<file path="config.mk">
export PLATFORM = sky130hd
export DESIGN_NAME = clk_div_bank_flat
export DESIGN_NICKNAME = d
export VERILOG_FILES = /design/src/rtl/clk_div_bank_if.sv /design/src/rtl/clk_div_bank.sv /design/src/flat_wrapper.sv
export SDC_FILE = /design/constraint.sdc
export NUM_CORES = 1
export LEC_CHECK = 0
export ABC_CLOCK_PERIOD_IN_PS = 5100
export CORE_AREA = 2 2 170 172
export DETAILED_ROUTE_END_ITERATION = 10
export DIE_AREA = 0 0 172 174
export PLACE_DENSITY = 0.69
export REMOVE_ABC_BUFFERS = 1
export SKIP_CTS_REPAIR_TIMING = 1
export SLEW_MARGIN = 20
export SYNTH_ARGS = -nofsm -noshare
export SYNTH_HDL_FRONTEND = slang
export SYNTH_SLANG_ARGS = --single-unit
</file>
<file path="constraint.sdc">
create_clock -name clk -period 5.1 [get_ports clk]
set_input_delay 0.765 -clock clk [delete_from_list [all_inputs] [get_ports clk]]
set_output_delay 0.765 -clock clk [all_outputs]
set_load 0.005 [all_outputs]
</file>
<file path="src/rtl/clk_div_bank_if.sv">
// clk_div_bank_if
//   Bundles the control and output signals of the clock divider bank so that
//   the controller side (master) and the divider bank (slave) share one port.
//
//   Signals:
//     clear     master->slave  synchronous restart of all channel phases
//     enable    master->slave  per-channel run enable
//     load      master->slave  one-cycle strobe: write load_div to load_sel
//     load_sel  master->slave  target channel of load
//     load_div  master->slave  new divisor value
//     div_out   slave->master  per-channel square wave, period 2*(div+1) clk
//     tick      slave->master  per-channel 1-cycle pulse at terminal count
//
//   Handshake: load is a fire-and-forget strobe with no ready. The bank
//   accepts every load in the cycle it is high. A load_sel that names no
//   channel is dropped. Nothing stalls, so there is no back-pressure.
interface clk_div_bank_if #(
  parameter int CHANNELS = 4,
  parameter int CNT_W    = 25,
  parameter int SEL_W    = 2
);
  logic                clear;
  logic [CHANNELS-1:0] enable;
  logic                load;
  logic [SEL_W-1:0]    load_sel;
  logic [CNT_W-1:0]    load_div;
  logic [CHANNELS-1:0] div_out;
  logic [CHANNELS-1:0] tick;

  modport master (
    output clear, enable, load, load_sel, load_div,
    input  div_out, tick
  );

  modport slave (
    input  clear, enable, load, load_sel, load_div,
    output div_out, tick
  );
endinterface

</file>
<file path="src/rtl/clk_div_bank.sv">
// clk_div_bank
//   Bank of CHANNELS independent programmable clock dividers running from one
//   clock. Each channel produces a square-wave enable clock (div_out, period
//   2*(div+1) clk) and a one-cycle tick at terminal count. A new divisor can be
//   loaded at runtime. It is staged in a shadow register and only committed at
//   terminal count, or while the channel is disabled, so a running half-period
//   is never cut short or stretched.
//
//   Ports:
//     clk    in  system clock, all logic on posedge
//     rst_n  in  asynchronous reset, active low
//     bus    clk_div_bank_if.slave (clear, enable, load, load_sel, load_div in;
//            div_out, tick out)
module clk_div_bank #(
  parameter int CHANNELS    = 4,
  parameter int CNT_W       = 25,
  parameter int SEL_W       = 2,
  parameter int DEFAULT_DIV = 100000
) (
  input  logic          clk,
  input  logic          rst_n,
  clk_div_bank_if.slave bus
);

  localparam logic [CNT_W-1:0] DEF_DIV = CNT_W'(DEFAULT_DIV);

  logic [CNT_W-1:0]    cnt_q     [CHANNELS];
  logic [CNT_W-1:0]    cnt_d     [CHANNELS];
  logic [CNT_W-1:0]    act_div_q [CHANNELS];
  logic [CNT_W-1:0]    act_div_d [CHANNELS];
  logic [CNT_W-1:0]    shd_div_q [CHANNELS];
  logic [CNT_W-1:0]    shd_div_d [CHANNELS];
  logic [CHANNELS-1:0] pend_q, pend_d;
  logic [CHANNELS-1:0] div_out_q, div_out_d;
  logic [CHANNELS-1:0] tick_q, tick_d;

  logic [CHANNELS-1:0] tc;
  logic [CHANNELS-1:0] load_hit;

  // A load_sel of CHANNELS or above matches no index, so an illegal load
  // changes nothing without needing a separate range check.
  always_comb begin
    tc       = '0;
    load_hit = '0;
    for (int i = 0; i < CHANNELS; i++) begin
      tc[i]       = bus.enable[i] && (cnt_q[i] == act_div_q[i]);
      load_hit[i] = bus.load && (bus.load_sel == SEL_W'(i));
    end
  end

  always_comb begin
    for (int i = 0; i < CHANNELS; i++) begin
      cnt_d[i]     = cnt_q[i];
      act_div_d[i] = act_div_q[i];
      shd_div_d[i] = shd_div_q[i];
      pend_d[i]    = pend_q[i];
      div_out_d[i] = div_out_q[i];
      tick_d[i]    = 1'b0;

      if (bus.clear) begin
        // Restart the phase but keep every divisor and any pending load.
        cnt_d[i]     = '0;
        div_out_d[i] = 1'b0;
      end else if (!bus.enable[i]) begin
        // A stopped channel has no phase to protect: commit at once.
        if (pend_q[i]) begin
          act_div_d[i] = shd_div_q[i];
          pend_d[i]    = 1'b0;
        end
      end else if (tc[i]) begin
        cnt_d[i]     = '0;
        div_out_d[i] = ~div_out_q[i];
        tick_d[i]    = 1'b1;
        if (pend_q[i]) begin
          act_div_d[i] = shd_div_q[i];
          pend_d[i]    = 1'b0;
        end
      end else begin
        cnt_d[i] = cnt_q[i] + CNT_W'(1);
      end

      // A load landing on the TC cycle goes straight to the active divisor;
      // the older shadow value is superseded and nothing stays pending.
      if (load_hit[i]) begin
        shd_div_d[i] = bus.load_div;
        if (!bus.clear && tc[i]) begin
          act_div_d[i] = bus.load_div;
          pend_d[i]    = 1'b0;
        end else begin
          pend_d[i]    = 1'b1;
        end
      end
    end
  end

  always_ff @(posedge clk or negedge rst_n) begin
    if (!rst_n) begin
      for (int i = 0; i < CHANNELS; i++) begin
        cnt_q[i]     <= '0;
        act_div_q[i] <= DEF_DIV;
        shd_div_q[i] <= DEF_DIV;
      end
      pend_q    <= '0;
      div_out_q <= '0;
      tick_q    <= '0;
    end else begin
      cnt_q     <= cnt_d;
      act_div_q <= act_div_d;
      shd_div_q <= shd_div_d;
      pend_q    <= pend_d;
      div_out_q <= div_out_d;
      tick_q    <= tick_d;
    end
  end

  assign bus.div_out = div_out_q;
  assign bus.tick    = tick_q;

endmodule
</file>
<file path="src/flat_wrapper.sv">
// flat-port wrapper written by rule: the top's interface ports become plain ports
module clk_div_bank_flat 
#(
  parameter int CHANNELS    = 4,
  parameter int CNT_W       = 25,
  parameter int SEL_W       = 2,
  parameter int DEFAULT_DIV = 100000
)
  (clk, rst_n, bus_clear, bus_enable, bus_load, bus_load_sel, bus_load_div, bus_div_out, bus_tick);
  clk_div_bank_if #(.CHANNELS(CHANNELS), .CNT_W(CNT_W), .SEL_W(SEL_W)) bus_i ();
  input  logic clk;
  input  logic rst_n;
  input wire logic [$bits(bus_i.clear)-1:0] bus_clear;
  input wire logic [$bits(bus_i.enable)-1:0] bus_enable;
  input wire logic [$bits(bus_i.load)-1:0] bus_load;
  input wire logic [$bits(bus_i.load_sel)-1:0] bus_load_sel;
  input wire logic [$bits(bus_i.load_div)-1:0] bus_load_div;
  output wire logic [$bits(bus_i.div_out)-1:0] bus_div_out;
  output wire logic [$bits(bus_i.tick)-1:0] bus_tick;
  assign bus_i.clear = bus_clear;
  assign bus_i.enable = bus_enable;
  assign bus_i.load = bus_load;
  assign bus_i.load_sel = bus_load_sel;
  assign bus_i.load_div = bus_load_div;
  assign bus_div_out = bus_i.div_out;
  assign bus_tick = bus_i.tick;
  clk_div_bank #(.CHANNELS(CHANNELS), .CNT_W(CNT_W), .SEL_W(SEL_W), .DEFAULT_DIV(DEFAULT_DIV)) u_core (.clk(clk), .rst_n(rst_n), .bus(bus_i));
endmodule
</file>
==> results_dict.tcl <==
set metrics [dict create \
    status "complete, no violations" \
    yosys_warnings 0 \
    cp-startpoint "bus_load" \
    clkPwrFrac_pct 35.9 \
    rr_worst_depth 6 \
    vias 10100 \
    cellPowerDensity_mw_per_mm2 439 \
    yosysSeqAreaShare_pct 52.6 \
    detail-route-antenna-nets 0 \
    swShare_pct 26.4 \
    leakage_nw 7.13 \
    relSlewSlack_pct 26.2 \
    synth_most_common_cell "dfrtp_1" \
    io_buffers 42 \
    synth_top_cell_by_area "dfrtp_1" \
    cts_buffers 35 \
    antenna_found_initial 0 \
    ios 43 \
    arrival_ns 3.38 \
    final_area_mm2 0.0169 \
    syn_inst 1348 \
    grt.overflow.total 0 \
    grt_pass1_wl_um 54200 \
    routabilityCongestion 0.829 \
    yosys.area_share.simple_pct 15.0 \
    setup_tns_ns 0 \
    p_int_w 0.00547 \
    nFillCells 2387 \
    finalCriticalPeriod_ns 3.00 \
    fp-row-count 62 \
    peakVddDrop_mv 0.275 \
    wl_per_cell_um 19.0 \
    netlist_area_mm2 0.0150 \
    crit_end "u_core.act_div_q[95]" \
    worst-slew-pin-transition_ns 1.11 \
    r2r_end "u_core.act_div_q[95]" \
    fin_worst_skew_ns 0.00703 \
    insertedDiodeCount 0 \
    synth-xor-area-share_pct 10.9 \
    hold_class "in -> async" \
    dpl_cell_area_mm2 0.0157 \
    cp.depth 7 \
    pwr-share-seq_pct 47.4 \
    cp-end-kind "flip-flop" \
    synth_top_family_by_area "simple AND/OR/NAND/NOR gates" \
    cts_tree "built" \
    synth_top_area_share_pct 44.1 \
    detail_route.iter0.violations 749 \
    grt_pass1_vias 9925 \
    synth.distinct_cells 56 \
    die_h_um 174 \
    path_buf_inv 1 \
    drc 0 \
    slowest_delay_ns 0.84 \
    fin_crit_sh_pct 58.7 \
    pwr-share-comb_pct 16.6 \
    setup_viol 0 \
    dp_hpwl_um 21800 \
    grt_max_degree 94 \
    crit_path_start_kind "input port" \
    worstSkewPairLatency_ns 0.51 \
    final_max_slew_viol_count 0 \
    max_cap_viol_count 0 \
    clk_path_buf_depth 3 \
    power.total_w 0.00743 \
    syn_to_final_growth_pct 13.1 \
    post-route-util_pct 59.9 \
    start_util_pct 53.0 \
    ys_seq_elements 312 \
    crit_chain "clkdlybuf4s50_1, nor3b_2, and4_1, nand4_1, nor2_4, nor3b_1, a221o_1" \
    max_clock_freq_mhz 334 \
    die_w_um 172 \
    synthMuxAreaShare_pct 12.5 \
    hold_violations 0 \
    cts_root_buf "clkbuf_16" \
    drt_wl_total_um 33900 \
    cts_max_level 2 \
    post_route_cells_drive_above_1_share_pct 16.3 \
    die_area_mm2 0.0299 \
    cp.required_ns 5.49 \
    synthArstFlopShare_pct 100 \
    path_max_fanout 50 \
    r2r_start "u_core.cnt_q[96]" \
    synth-edff-count 0 \
    cts.clk_slew.worst_paths_ns 0.06 \
    via_per_inst 5.65 \
    synth_area_per_cell_um2 11.1 \
    r2r_setup_slack_ns 2.26 \
    synthTopCellsByCount "dfrtp_1 (264), nor2_1 (192), mux2_2 (100)" \
    cp_top_family "simple AND/OR/NAND/NOR gates" \
    firstDrtPassIters 5 \
    core_mm2 0.0282 \
    synth-adder-area-share_pct 0.334 \
    rsz0062_at_grt "no" \
    slowest_stage "nor2_4" \
    switchingPower_w 0.00196 \
    synth.area.top_cells "dfrtp_1 (44%), dfstp_2 (8.4%), mux2_2 (7.5%)" \
    clock_sinks 312 \
    synth_compound_area_share_pct 6.34 \
    crit_type "in -> reg" \
    grt_usage_pct 23.1 \
    synth_ff_type "dfrtp_1" \
    nets 1416 \
]
-- power by group through the flow --
stage	Combinational (W)	Sequential [W]	Clock [W]
3_3_place_gp	0.00118	0.00355	0
2_1_floorplan	0.000953	0.00340	0
5_1_grt	0.00138	0.00358	0.00283
3_5_place_dp	0.00123	0.00356	0
4_1_cts	0.00124	0.00353	0.00272
6_report	0.00124	0.00353	0.00267
-- layout by cell type, fill, tap and decap left out, types with 3 or more instances in the layout --
| master | Yosys | routed |
|---|---|---|
| clkbuf_8 | 0 | 7 |
| clkbuf_1 | 36 | 11 |
| o21ai_0 | 10 | 10 |
| and4_1 | 13 | 13 |
| a211o_1 | 3 | 3 |
| buf_4 | 1 | 14 |
| mux2i_1 | 75 | 75 |
| nor2_1 | 192 | 191 |
| xor2_1 | 98 | 98 |
| ha_1 | 4 | 4 |
| nor3_1 | 10 | 10 |
| or2_2 | 5 | 5 |
| clkdlybuf4s50_1 | 0 | 41 |
| xnor2_1 | 88 | 88 |
| dfstp_2 | 48 | 48 |
| nand3_1 | 46 | 46 |
| nor4_1 | 12 | 12 |
| dfrtp_1 | 264 | 264 |
| nand2b_1 | 7 | 7 |
| or3_1 | 7 | 7 |
| a221o_1 | 22 | 22 |
| bufinv_16 | 0 | 5 |
| nor3b_1 | 27 | 26 |
| a21oi_1 | 92 | 92 |
| and3_1 | 17 | 17 |
| and2_1 | 7 | 7 |
| clkbuf_16 | 0 | 37 |
| nand4_1 | 38 | 38 |
| nand3b_1 | 7 | 7 |
| mux2_2 | 100 | 100 |
| nand2_1 | 50 | 50 |
| inv_1 | 10 | 10 |
-- cell families (layout without fill, tap and decap cells) --
kind of cell / Yosys count / after routing
AOI/OAI and AO/OA: 147 / 147
xor gates and xnor gates: 186 / 186
DFF: 312 / 312
adders and majority gates: 4 / 4
and+or+nand+nor: 448 / 448
buffers and inverters: 76 / 130
muxes: 175 / 175
-- worst min path at each step --
| stage | endpoint | slack, ns | start |
|---|---|---|---|
| after global placement | u_core.shd_div_q[94] | 0.48 | u_core.shd_div_q[94] |
| after CTS | u_core.cnt_q[5] | 0.28 | rst_n |
| after detailed placement | u_core.shd_div_q[83] | 0.49 | u_core.shd_div_q[83] |
| after floorplan | u_core.act_div_q[0] | 0.47 | rst_n |
| final | u_core.cnt_q[10] | 0.26 | rst_n |
| after global routing | u_core.shd_div_q[2] | 0.31 | rst_n |
-- per-stage QoR --
step	instances	hold WS, ns	setup slack [ns]
floorplan	1283	0.469	-0.281
global placement	1724	0.481	1.66
detailed placement	1724	0.489	1.59
CTS	1786	0.283	2.12
global route	1786	0.305	1.96
finish	1786	0.257	2.10
-- flip-flops by register name (all words and copies together) (netlist names) --
name and count:
u_core.act_div_q 100, u_core.bus.div_out 4, u_core.bus.tick 4, u_core.cnt_q 100, u_core.pend_q 4, u_core.shd_div_q 100
-- layout make-up --
class / instances / area (µm²) / share of cell area [%]
inverter: 11 / 41.3 / 0.244
tap: 384 / 480 / 2.84
multi-input combinational: 960 / 6760 / 39.9
timing repair buffer: 57 / 551 / 3.25
sequential: 312 / 7870 / 46.5
clock inverter: 7 / 160 / 0.947
clock buffer: 55 / 1060 / 6.29
-- per-layer routing --
layer | track usage [%] | up-vias | wire length, µm
met5 | 0 | - | 0
met4 | 5.81 | 0 | 696
met3 | 3.26 | 50 | 1290
met2 | 37.0 | 190 | 16100
met1 | 33.2 | 5088 | 15700
li1 | - | 4763 | -
Note: power is estimated with default switching activity, not from simulation.
